## config.mk

```make
export PLATFORM = sky130hd
export DESIGN_NAME = ibex_pext_simd_mac_flat
export DESIGN_NICKNAME = d
export VERILOG_FILES = /design/src/rtl/ibex_pext_simd_mac_if.sv /design/src/rtl/ibex_pext_simd_mac.sv /design/src/flat_wrapper.sv
export SDC_FILE = /design/constraint.sdc
export NUM_CORES = 1
export LEC_CHECK = 0
export CORE_UTILIZATION = 40
export DETAILED_ROUTE_END_ITERATION = 16
export DONT_BUFFER_PORTS = 1
export HOLD_SLACK_MARGIN = 0.12
export PLACE_DENSITY_LB_ADDON = 0.05
export SKIP_CTS_REPAIR_TIMING = 1
export SLEW_MARGIN = 20
export SYNTH_ARGS = -nofsm -noshare
export SYNTH_HDL_FRONTEND = slang
export SYNTH_SLANG_ARGS = --single-unit
```

## constraint.sdc

```tcl
create_clock -name clk_i -period 24.6 [get_ports clk_i]
set_input_delay 2.46 -clock clk_i [delete_from_list [all_inputs] [get_ports clk_i]]
set_output_delay 2.46 -clock clk_i [all_outputs]
set_load 0.02 [all_outputs]
```

## src/rtl/ibex_pext_simd_mac_if.sv

```systemverilog
// Start/operand/result bundle between the ID stage (master) and the P-ext SIMD MAC (slave).
interface ibex_pext_simd_mac_if;
   logic        en_i;
   logic [1:0]  op_i;
   logic [1:0]  signed_i;
   logic        kill_i;
   logic [31:0] operand_a_i;
   logic [31:0] operand_b_i;
   logic [31:0] operand_rd_i;
   logic        ready_o;
   logic        valid_o;
   logic [31:0] result_o;
   logic        set_ov_o;

   modport master (
      output en_i, op_i, signed_i, kill_i, operand_a_i, operand_b_i, operand_rd_i,
      input  ready_o, valid_o, result_o, set_ov_o
   );

   modport slave (
      input  en_i, op_i, signed_i, kill_i, operand_a_i, operand_b_i, operand_rd_i,
      output ready_o, valid_o, result_o, set_ov_o
   );
endinterface

```

## src/rtl/ibex_pext_simd_mac.sv

```systemverilog
// Multicycle packed-SIMD multiply-accumulate (dot products with accumulator, per-lane multiply).
// Define PEXT_MAC_SAT_EN to clamp dot-op results to 32 bits and drive set_ov_o.
module ibex_pext_simd_mac #(
   parameter int ELEN = 8,
   parameter int NMUL = 1
) (
   input logic                 clk_i,
   input logic                 rst_ni,
   ibex_pext_simd_mac_if.slave bus
);
   localparam int NLANES = 32 / ELEN;
   localparam int NCYC   = NLANES / NMUL;
   localparam int CW     = (NCYC > 1) ? $clog2(NCYC) : 1;
   localparam int PW     = 2 * ELEN + 2;
   localparam int AW     = 36;

   typedef enum logic [1:0] {IDLE, BUSY, DONE} state_e;
   typedef enum logic [1:0] {
      OP_DOTP    = 2'b00,
      OP_DOTN    = 2'b01,
      OP_LANEMUL = 2'b10,
      OP_DOT0    = 2'b11
   } op_e;

   state_e                state_q;
   logic [CW-1:0]         cnt_q;
   logic signed [AW-1:0]  acc_q, acc_d;
   logic [31:0]           a_q, b_q;
   logic [31:0]           lm_q, lm_d;
   logic [31:0]           res_q, res_d;
   op_e                   op_q;
   logic [1:0]            sgn_q;
   logic                  ov_q, ov_d;
   logic                  ready_q, valid_q;
   logic                  start, last;

   logic [4:0]            base;
   logic [ELEN-1:0]       la, lb;
   logic signed [ELEN:0]  ea, eb;
   logic signed [PW-1:0]  prod;

   // Lanes cnt*NMUL .. cnt*NMUL+NMUL-1 are folded into the accumulator this cycle.
   always_comb begin
      acc_d = acc_q;
      lm_d  = lm_q;
      base  = '0;
      la    = '0;
      lb    = '0;
      ea    = '0;
      eb    = '0;
      prod  = '0;
      for (int unsigned l = 0; l < NMUL; l++) begin
         base = 5'((32'(cnt_q) * NMUL + l) * ELEN);
         la   = a_q[base +: ELEN];
         lb   = b_q[base +: ELEN];
         ea   = {sgn_q[1] & la[ELEN-1], la};
         eb   = {sgn_q[0] & lb[ELEN-1], lb};
         prod = PW'(ea) * PW'(eb);
         if (op_q == OP_DOTN) acc_d = acc_d - AW'(prod);
         else                 acc_d = acc_d + AW'(prod);
         lm_d[base +: ELEN] = prod[ELEN-1:0];
      end
   end

`ifdef PEXT_MAC_SAT_EN
   localparam logic signed [AW-1:0] SMAX = 36'sh07FFFFFFF;
   localparam logic signed [AW-1:0] SMIN = 36'shF80000000;
   localparam logic signed [AW-1:0] UMAX = 36'sh0FFFFFFFF;
`endif

   always_comb begin
      ov_d  = 1'b0;
      res_d = acc_d[31:0];
      if (op_q == OP_LANEMUL) begin
         res_d = lm_d;
      end
`ifdef PEXT_MAC_SAT_EN
      else if (sgn_q != 2'b00) begin
         if (acc_d > SMAX) begin
            res_d = 32'h7FFF_FFFF;
            ov_d  = 1'b1;
         end else if (acc_d < SMIN) begin
            res_d = 32'h8000_0000;
            ov_d  = 1'b1;
         end
      end else begin
         if (acc_d[AW-1]) begin
            res_d = 32'h0000_0000;
            ov_d  = 1'b1;
         end else if (acc_d > UMAX) begin
            res_d = 32'hFFFF_FFFF;
            ov_d  = 1'b1;
         end
      end
`endif
   end

   assign last  = (cnt_q == CW'(NCYC - 1));
   // A kill in DONE must win over a same-cycle start; a kill in IDLE is ignored.
   assign start = bus.en_i & ((state_q == IDLE) | ((state_q == DONE) & ~bus.kill_i));

   always_ff @(posedge clk_i or negedge rst_ni) begin
      if (!rst_ni) begin
         state_q <= IDLE;
         cnt_q   <= '0;
         acc_q   <= '0;
         a_q     <= '0;
         b_q     <= '0;
         lm_q    <= '0;
         res_q   <= '0;
         op_q    <= OP_DOTP;
         sgn_q   <= '0;
         ov_q    <= 1'b0;
         ready_q <= 1'b1;
         valid_q <= 1'b0;
      end else begin
         valid_q <= 1'b0;
         unique case (state_q)
            BUSY: begin
               if (bus.kill_i) begin
                  state_q <= IDLE;
                  ready_q <= 1'b1;
                  cnt_q   <= '0;
               end else begin
                  acc_q <= acc_d;
                  lm_q  <= lm_d;
                  cnt_q <= cnt_q + CW'(1);
                  if (last) begin
                     state_q <= DONE;
                     ready_q <= 1'b1;
                     valid_q <= 1'b1;
                     res_q   <= res_d;
                     ov_q    <= ov_d;
                     cnt_q   <= '0;
                  end
               end
            end
            default: begin
               if (start) begin
                  state_q <= BUSY;
                  ready_q <= 1'b0;
                  cnt_q   <= '0;
                  a_q     <= bus.operand_a_i;
                  b_q     <= bus.operand_b_i;
                  op_q    <= op_e'(bus.op_i);
                  sgn_q   <= bus.signed_i;
                  lm_q    <= '0;
                  acc_q   <= bus.op_i[1] ? '0 : AW'($signed(bus.operand_rd_i));
               end else begin
                  state_q <= IDLE;
               end
            end
         endcase
      end
   end

   assign bus.ready_o  = ready_q;
   assign bus.valid_o  = valid_q;
   assign bus.result_o = res_q;
   assign bus.set_ov_o = ov_q;
endmodule

```

## src/flat_wrapper.sv

```systemverilog
// flat-port wrapper written by rule: the top's interface ports become plain ports
module ibex_pext_simd_mac_flat 
#(
   parameter int ELEN = 8,
   parameter int NMUL = 1
)
  (clk_i, rst_ni, bus_en_i, bus_op_i, bus_signed_i, bus_kill_i, bus_operand_a_i, bus_operand_b_i, bus_operand_rd_i, bus_ready_o, bus_valid_o, bus_result_o, bus_set_ov_o);
  ibex_pext_simd_mac_if bus_i ();
  input logic clk_i;
  input logic rst_ni;
  input wire logic [$bits(bus_i.en_i)-1:0] bus_en_i;
  input wire logic [$bits(bus_i.op_i)-1:0] bus_op_i;
  input wire logic [$bits(bus_i.signed_i)-1:0] bus_signed_i;
  input wire logic [$bits(bus_i.kill_i)-1:0] bus_kill_i;
  input wire logic [$bits(bus_i.operand_a_i)-1:0] bus_operand_a_i;
  input wire logic [$bits(bus_i.operand_b_i)-1:0] bus_operand_b_i;
  input wire logic [$bits(bus_i.operand_rd_i)-1:0] bus_operand_rd_i;
  output wire logic [$bits(bus_i.ready_o)-1:0] bus_ready_o;
  output wire logic [$bits(bus_i.valid_o)-1:0] bus_valid_o;
  output wire logic [$bits(bus_i.result_o)-1:0] bus_result_o;
  output wire logic [$bits(bus_i.set_ov_o)-1:0] bus_set_ov_o;
  assign bus_i.en_i = bus_en_i;
  assign bus_i.op_i = bus_op_i;
  assign bus_i.signed_i = bus_signed_i;
  assign bus_i.kill_i = bus_kill_i;
  assign bus_i.operand_a_i = bus_operand_a_i;
  assign bus_i.operand_b_i = bus_operand_b_i;
  assign bus_i.operand_rd_i = bus_operand_rd_i;
  assign bus_ready_o = bus_i.ready_o;
  assign bus_valid_o = bus_i.valid_o;
  assign bus_result_o = bus_i.result_o;
  assign bus_set_ov_o = bus_i.set_ov_o;
  ibex_pext_simd_mac #(.ELEN(ELEN), .NMUL(NMUL)) u_core (.clk_i(clk_i), .rst_ni(rst_ni), .bus(bus_i));
endmodule
```

==> reports/metrics.cfg, run 1 <==
[worst_setup_path]
cp-end-kind = flip-flop
arrival_ns = 10.75
critPathMaxFanout = 20
cpMostUsedCell = fa_1
cp_slowest_cell = dfrtp_1
worst-setup-path-type = flip-flop to flip-flop
slowest_delay_ns = 0.95
rr_worst_depth = 30
startpoint_type = flip-flop
worst_ep_required_time_ns = 24.94

[route]
num_vias = 9628
drt_wl_total_um = 36260
antenna_left = 0
wire_per_inst_um = 20.89
drt_pass1_iterations = 5
viasPerCell = 5.546
drc = 0
detail_route.iter0.violations = 590

[clock_tree]
numCtsBuffers = 17
cts_htree_levels = 4
path_clk_slew_ns = 0.08
clock_latency_ns = 0.46
clock-sinks = 170
ctsLongestPathBuffers = 2
cts-root-buf = clkbuf_16
cts_tree = built

[timing]
report.final.hold_viol_count = 0
finalSetupViolations = 0
period_needed_ns = 10.41
final_max_slew_viol_count = 0
tightest_slew_ns = 1.038
rsz0062_at_grt = no
fin_setup_tns_ns = 0
period_share = 0.4232
fin_worst_skew_ns = 0.01611
slew_headroom = 0.3046
fmax_mhz = 96.06

[die]
ioPinCount = 139
rows = 65
start_util = 0.4060
dieHeight_um = 180.7
die_x_um = 180.7
core_um2 = 31470
die-area_um2 = 32670

[hold_path]
min_path_type = flip-flop to flip-flop
whs_path_depth = 2

[synthesis]
async_flop_share = 1.000
syn_area_per_cell_um2 = 9.466
yosysWarnings = 0
synthMostInstantiatedCell = dfrtp_1
synth_edf_count = 0
yosysSeqAreaShare = 0.3330
synth.net_count = 1601
synth_area_leaders = dfrtp_1, fa_1, ha_1, mux2_2, nand2_1
synth_common_cells = dfrtp_1, nand2_1, inv_1, a21oi_1, o21ai_0
synth_area_um2 = 12780
synth_top_area_frac = 0.3310
synthCells = 1350
synthFlopType = dfrtp_1
synth-seq-cells = 170
ys_types = 66
synth_top_area_cell = dfrtp_1

[global_route]
first_global_vias = 10110
grt_max_degree = 171
grt_pass1_wl_um = 58350
track_usage = 0.2327
antenna_found_initial = 0
grt.overflow.total = 0

[flow_run]
max_cap_violations = 0

[place]
dp_hpwl_um = 26600
place_congestion = 0.9117
portBuffers = 0

[layout]
nNetsFinal = 1572
syn_to_final_growth_pct = 7.853
drive_above_1_share = 0.1088

[run_status]
status = completed

## state kept, by name, summed over array words and instances, names as in the netlist
name                 flops
u_core.bus.ready_o       1
u_core.bus.valid_o       1
u_core.state_q           2
u_core.bus.result_o     32
u_core.sgn_q             2
u_core.cnt_q             2
u_core.op_q              2
u_core.acc_q            32
u_core.lm_q             32
u_core.b_q              32
u_core.a_q              32
## path summary, 6_finish.rpt
path,from,to,slack [ns]
max,u_core.cnt_q[1],u_core.bus.result_o[30],14.19
min,u_core.lm_q[7],u_core.lm_q[7],0.48
max reg2reg,u_core.cnt_q[1],u_core.bus.result_o[30],14.19
min reg2reg,u_core.lm_q[7],u_core.lm_q[7],0.48
max in group asynchronous,rst_ni,u_core.bus.ready_o,22.62
min in group asynchronous,rst_ni,u_core.lm_q[2],1.69
## metal layers
layer  share of wire  global-route usage  vias to the layer above
met3           0.043             0.04656                       33
met1            0.49              0.3266                     4785
li1                -                   -                     4610
met4           0.014             0.05538                        2
met5          0.0012            0.008889                        -
met2            0.46              0.3677                      198
## cell usage in the layout, fill, tap and decap left out, types with 15 or more instances in the layout
master,synthesis,final
and3_1,30,30
mux2_2,68,68
dfrtp_1,169,169
xnor2_1,36,35
xor2_1,21,21
nor2_1,86,85
a21o_1,20,20
mux4_2,16,16
fa_1,72,72
nand2_1,154,153
a31oi_1,17,17
clkbuf_16,0,17
and2_1,32,32
inv_1,110,110
ha_1,75,75
a21oi_1,104,104
a22oi_1,21,21
o21ai_0,104,104
buf_4,1,15
## stage by stage
stage	worst slack, ns	utilization	std cells	instance area (um^2)	hold WS (ns)
after floorplan	14.95	-	1350	12780	0.4422
after global placement	14.29	0.4189	1704	13190	0.4561
after detailed placement	14.22	0.4189	1704	13190	0.4640
after CTS	14.14	0.4378	1735	13780	0.4806
after global routing	13.38	0.4378	1735	13780	0.5081
final	14.19	0.4379	1736	13780	0.4811
## logic make-up after synthesis
group / count (synthesis) / share of synthesized area
compound gates: 332 / 0.1565
xor+xnor: 58 / 0.04083
fa+ha+maj: 147 / 0.1862
buf+inv: 176 / 0.05209
flops: 170 / 0.3330
mux: 91 / 0.09459
other cells: 1 / 0.0002935
simple gates: 375 / 0.1365
## layout make-up
cell class | count | area (um^2)
diodes | 1 | 2.502
multi-input cells | 1004 | 7890
inverters | 113 | 424.2
clock buffers | 17 | 425.4
fillers | 3107 | 17690
flip-flops and latches | 170 | 4255
clock inverters | 14 | 168.9
well taps | 402 | 503.0
repair buffers | 15 | 112.6
## critical path, delay by kind of cell (launching register included)
family	cells	cell delay, ns
AO/OA/AOI/OAI	11	3.68
adder cells (fa/ha/maj)	7	3.38
AND/OR/NAND/NOR	5	1.08
flip-flops	1	0.95
XOR/XNOR	3	0.57
multiplexers	1	0.47
buffers and inverters	3	0.14
Power of run 1 is left out: the tool's default activity adds up to more than one toggle a clock period on the data nets, which glitch-free logic cannot reach.
==> run 2: changes to the inputs <==
==> constraint.sdc (replaced) <==
create_clock -name clk_i -period 9.2 [get_ports clk_i]
set_input_delay 0.92 -clock clk_i [delete_from_list [all_inputs] [get_ports clk_i]]
set_output_delay 0.92 -clock clk_i [all_outputs]
set_load 0.02 [all_outputs]
==> run 2 against run 1 <==
Compared with the run above: worst hold slack worse by 0.30 ns; setup slack worse by 14 ns; flip-flop and latch count unchanged; global-route usage down 0.22 points; cell area up 3.7%; register-to-register slack worse by 14 ns; first-iteration DRC count up 4.1%; sequential share of layout area down 1.1 points.
==> reports/metrics.cfg, run 2 (synthesized netlist as in run 1, its figures left out) <==
[timing]
whs_ns = 0.1796  ; -0.3015 ns
slew_headroom = 0.3553  ; +0.05078
report.final.hold_viol_count = 0  ; unchanged
finalSetupViolations = 0  ; unchanged
fin_worst_skew_ns = 0.01641  ; +0.0003070 ns
tightest_slew_ns = 0.9670  ; -0.07106 ns
period_needed_ns = 8.829  ; -1.580 ns
period_share = 0.9597  ; +0.5366
fmax_mhz = 113.3  ; +18%
final_max_slew_viol_count = 0  ; unchanged

[clock_tree]
clock_latency_ns = 0.46  ; about the same
cts_tree = built
path_clk_slew_ns = 0.08  ; about the same
ctsLongestPathBuffers = 2  ; unchanged
cts_htree_levels = 4  ; unchanged
clock-sinks = 170  ; unchanged
numCtsBuffers = 17  ; unchanged
cts-root-buf = clkbuf_16

[route]
num_vias = 9789  ; +1.7%
wire_per_inst_um = 20.25  ; -3.1%
drc = 0  ; unchanged
drt_pass1_iterations = 5  ; unchanged
detail_route.iter0.violations = 614  ; +4.1%
antenna_left = 0  ; unchanged
drt_wl_total_um = 36080  ; -0.50%
viasPerCell = 5.493  ; -0.95%

[layout]
antenna_cells = 0  ; -1
final_cell_mix = dfrtp_1, nand2_1, inv_1, o21ai_0, a21oi_1
syn_to_final_growth_pct = 11.81
final_area_um2 = 14290  ; +3.7%
nNetsFinal = 1618  ; +2.9%
final_common_cell = dfrtp_1
drive_above_1_share = 0.1500  ; +0.04122

[global_route]
grt_max_degree = 171  ; unchanged
antenna_found_initial = 4  ; +4
first_global_vias = 10140  ; +0.30%
grt.overflow.total = 0  ; unchanged
grt_pass1_wl_um = 57810  ; -0.93%
track_usage = 0.2305  ; -0.002164

[worst_setup_path]
cp-end-kind = flip-flop
rr_endpoint = u_core.bus.result_o[30]
arrival_ns = 9.18  ; -1.57 ns
crit-reg2reg-launch = u_core.cnt_q[0]
critPathMaxFanout = 9  ; -55%
startpoint_type = flip-flop
worst_ep_required_time_ns = 9.55  ; -15.39 ns
cp_slowest_cell = mux4_2
slowest_delay_ns = 0.63  ; -0.32 ns
rr_worst_depth = 32  ; +6.7%
rrSetupSlack_ns = 0.37  ; -13.82 ns
critical_path.top_delay_family = adder cells
worst-setup-path-type = flip-flop to flip-flop
crit_buf_inv = 5  ; +2

[place]
place_congestion = 0.8468  ; -7.1%
dp_hpwl_um = 26600  ; unchanged
placed_cell_area_um2 = 13470  ; +2.2%
portBuffers = 0  ; unchanged

[hold_path]
min_path_type = input pin to asynchronous set/reset pin

[die]
dieHeight_um = 180.7  ; unchanged
rows = 65  ; unchanged
start_util = 0.4060  ; unchanged
ioPinCount = 139  ; unchanged
die-area_um2 = 32670  ; unchanged
core_um2 = 31470  ; unchanged
die_x_um = 180.7  ; unchanged

[run_status]
status = completed

[flow_run]
max_cap_violations = 0  ; unchanged

==> run 2: cell count changes in the layout (fill, tap and decap cells not counted), moves of 2 or more <==
cell       delta
a31oi_1       -3
a31oi_2       +2
buf_4        +42
a21oi_2       +2
clkinv_4      +2
inv_8         -3
ha_1          -2
buf_12        +2
a2111oi_0     -3
a2111oi_2     +2
a21oi_1       -2
clkinv_8      +2
==> run 2: worst reg2reg max path: cells and delay by family (launching register included) <==
kind	cells	cell delay, ns
AOI/OAI and AO/OA	13	2.99
xor gates and xnor gates	3	0.54
adders and majority gates	8	3.00
buffers and inverters	5	0.50
DFF	1	0.43
muxes	1	0.63
and+or+nand+nor	2	0.63
==> run 2: routing by layer <==
layer / up-vias / part of all wire / GRT usage
li1: 4691 / - / -
met1: 4873 / 0.48 / 0.3227
met2: 192 / 0.46 / 0.3662
met3: 31 / 0.044 / 0.04273
met4: 2 / 0.016 / 0.06085
met5: - / 0.00022 / 0
==> run 2: how the worst max path moves through the flow <==
| stage | slack [ns] | to | start | depth (start not counted) |
|---|---|---|---|---|
| 2_1_floorplan | 0.05 | u_core.bus.result_o[30] | u_core.cnt_q[0] | 33 |
| 4_1_cts | -0.23 | u_core.bus.result_o[30] | u_core.cnt_q[0] | 30 |
| 5_1_grt | -0.03 | u_core.bus.result_o[30] | u_core.cnt_q[0] | 31 |
| 3_3_place_gp | 0.01 | u_core.bus.result_o[30] | u_core.cnt_q[0] | 30 |
| 3_5_place_dp | -0.18 | u_core.bus.result_o[30] | u_core.cnt_q[0] | 30 |
| 6_report | 0.37 | u_core.bus.result_o[30] | u_core.cnt_q[0] | 32 |
==> run 2: metrics by stage <==
step,instances,util,setup slack (ns),setup TNS (ns)
global route,1782,0.4539,-0.02870,-0.02978
detailed placement,1740,0.4279,-0.1801,-0.3235
finish,1782,0.4539,0.3705,0
CTS,1772,0.4467,-0.2339,-0.7144
floorplan,1350,-,0.04675,0
global placement,1740,0.4279,0.009585,0
==> run 2: area by class of cell <==
cell class	instances	area, um^2
Sequential cell	170	4255
Timing Repair Buffer	60	479.2
Inverter	113	424.2
Clock buffer	18	439.2
Fill cell	3028	17190
Multi-Input combinational cell	1005	8035
Tap cell	402	503.0
Clock inverter	14	151.4
Power of run 2 is left out for the same reason.
==> run 3: changes to the inputs <==
--- a/config.mk
+++ b/config.mk
@@ -5,6 +5,7 @@
 export SDC_FILE = /design/constraint.sdc
 export NUM_CORES = 1
 export LEC_CHECK = 0
+export ABC_AREA = 1
 export CORE_UTILIZATION = 40
 export DETAILED_ROUTE_END_ITERATION = 16
 export DONT_BUFFER_PORTS = 1
==> run 3 against run 2 <==
Compared with the run above: maximum frequency is 5.0% higher; cell area is 1.7% higher; routed wire length is 11% higher; die area is 5.4% higher; critical path depth is 2 higher; global-route usage is 1.1 points higher; synthesized cell count is 37% higher; non-clock buffer count is 40 lower; cell count is 28% higher; register-to-register slack better by 0.42 ns; via count is 20% higher; sequential share of layout area is 0.50 points lower; critical endpoint is now u_core.bus.result_o[29]; largest cell class unchanged.
==> reports/metrics.cfg, run 3 <==
[global_route]
grt_max_degree = 171  ; unchanged
first_global_vias = 11630  ; +15%
grt_pass1_wl_um = 62940  ; +8.9%
grt.overflow.total = 0  ; unchanged
antenna_found_initial = 0  ; -4
track_usage = 0.2416  ; +0.01110

[clock_tree]
numCtsBuffers = 17  ; unchanged
ctsLongestPathBuffers = 2  ; unchanged
clock_latency_ns = 0.45  ; about the same
cts_htree_levels = 4  ; unchanged
cts-root-buf = clkbuf_16
cts_tree = built
path_clk_slew_ns = 0.08  ; about the same
clock-sinks = 170  ; unchanged

[synthesis]
synth_top_area_cell = dfrtp_1
yosysSeqAreaShare = 0.3156  ; -0.01737
yosysWarnings = 0  ; unchanged
synthCells = 1856  ; +37%
synth_edf_count = 0  ; unchanged
synthMostInstantiatedCell = nand2_1
synth_area_leaders = dfrtp_1, nand2_1, fa_1, ha_1, inv_1
synth_common_cells = nand2_1, inv_1, dfrtp_1, nand3_1, nor2_1
synthFlopType = dfrtp_1
async_flop_share = 1.000  ; unchanged
syn_area_per_cell_um2 = 7.264  ; -23%
synth-seq-cells = 170  ; unchanged
synth.net_count = 2107  ; +32%
ys_types = 50  ; -24%
synth_area_um2 = 13480  ; +5.5%
synth_top_area_frac = 0.3137  ; -0.01726

[layout]
regArea_um2 = 4255  ; unchanged
syn_to_final_growth_pct = 7.805
n_fill_cell = 3516  ; +16%
final_cell_mix = nand2_1, inv_1, dfrtp_1, nand3_1, nor2_1
nNetsFinal = 2082  ; +29%
final_common_cell = nand2_1
drive_above_1_share = 0.05098  ; -0.09902
antenna_cells = 0  ; unchanged
multi_input_area_um2 = 8138  ; +1.3%

[die]
ioPinCount = 139  ; unchanged
die_x_um = 185.6  ; +2.7%
rows = 66  ; +1.5%
die-area_um2 = 34440  ; +5.4%
start_util = 0.4102  ; +0.004192
core_um2 = 32870  ; +4.4%
dieHeight_um = 185.6  ; +2.7%

[worst_setup_path]
critPathMaxFanout = 28  ; +19
crit-reg2reg-launch = u_core.cnt_q[0]
slowest_delay_ns = 0.57  ; -0.06 ns
cp_slowest_cell = fa_1
startpoint = u_core.cnt_q[0]
cp-end-kind = flip-flop
arrival_ns = 8.74  ; -0.44 ns
cpMostUsedCell = nand2_1
worst-setup-path-type = flip-flop to flip-flop
startpoint_type = flip-flop
worst_ep_required_time_ns = 9.54  ; about the same

[timing]
slew_headroom = 0.2603  ; -0.09501
rsz0062_at_grt = no
final_max_slew_viol_count = 0  ; unchanged
fin_setup_tns_ns = 0  ; unchanged
period_needed_ns = 8.406  ; -0.4235 ns
tightest_slew_ns = 1.101  ; +0.1340 ns
fin_worst_skew_ns = 0.01704  ; +0.0006218 ns
period_share = 0.9137  ; -0.04603
fmax_mhz = 119.0  ; +5.0%
report.final.hold_viol_count = 0  ; unchanged
finalSetupViolations = 0  ; unchanged

[route]
drt_pass1_iterations = 7  ; +2
viasPerCell = 5.153  ; -6.2%
antenna_left = 0  ; unchanged
drc = 0  ; unchanged
num_vias = 11780  ; +20%
wire_per_inst_um = 17.59  ; -13%
drt_wl_total_um = 40220  ; +11%
detail_route.iter0.violations = 770  ; +25%

[hold_path]
min_path_type = input pin to asynchronous set/reset pin

[place]
portBuffers = 0  ; unchanged
place_congestion = 0.9194  ; +8.6%
dp_hpwl_um = 30780  ; +16%

[flow_run]
max_cap_violations = 0  ; unchanged

[run_status]
status = completed

run 3: path summary, 6_finish.rpt:
path                                                 to  cells past startpoint  slack (ns)
min in group clk_i                        u_core.b_q[9]                      2        0.48
max in group asynchronous                 u_core.a_q[1]                      0        8.60
worst max register to register  u_core.bus.result_o[29]                     34        0.79
worst min register to register            u_core.b_q[9]                      2        0.48
worst max-delay path            u_core.bus.result_o[29]                     34        0.79
worst min-delay path                   u_core.acc_q[31]                      0        0.16
run 3: cell families (layout without fill, tap and decap cells):
kind of cell             count (synthesis)  count (layout)  synth area share
AO/OA/AOI/OAI                          227             227           0.09866
flip-flops                             170             170            0.3156
XOR/XNOR                                37              37           0.02404
adder cells (fa/ha/maj)                147             147            0.1765
buffers and inverters                  293             281           0.08353
other                                    1               1         0.0002782
AND/OR/NAND/NOR                        981             981            0.3013
run 3: area by class of cell:
type	count	share of cell area
clock inverter	14	0.009298
clock buffer	18	0.03022
tap	442	0.03805
multi-input combinational	1393	0.5599
inverter	229	0.05940
sequential	170	0.2928
timing repair buffer	20	0.01033
run 3: critical path, delay by kind of cell, from the launching register on:
| kind | cells | cell delay (ns) |
|---|---|---|
| adders and majority gates | 7 | 3.22 |
| AOI/OAI and AO/OA | 3 | 0.62 |
| and+or+nand+nor | 18 | 3.01 |
| DFF | 1 | 0.37 |
| buffers and inverters | 6 | 1.06 |
run 3: stage by stage:
stage	cells	worst slack, ns	hold slack, ns	instance area, um^2	utilization
3_3_place_gp	2254	0.4741	0.4642	13930	0.4239
3_5_place_dp	2254	0.4508	0.4664	13930	0.4239
4_1_cts	2286	0.4078	0.1414	14510	0.4414
2_1_floorplan	1856	1.586	0.4487	13480	-
6_report	2286	0.7941	0.1641	14530	0.4422
5_1_grt	2286	0.06186	0.1357	14530	0.4422
run 3: routing by layer:
layer / routed length, um / track usage / up-vias / share of wire
met5: 0 / 0 / - / 0
met3: 1730 / 0.03757 / 42 / 0.043
met2: 19340 / 0.4108 / 278 / 0.48
met4: 1197 / 0.08492 / 0 / 0.030
met1: 17950 / 0.3107 / 5614 / 0.45
li1: - / - / 5845 / -
Power of run 3 is left out for the same reason.
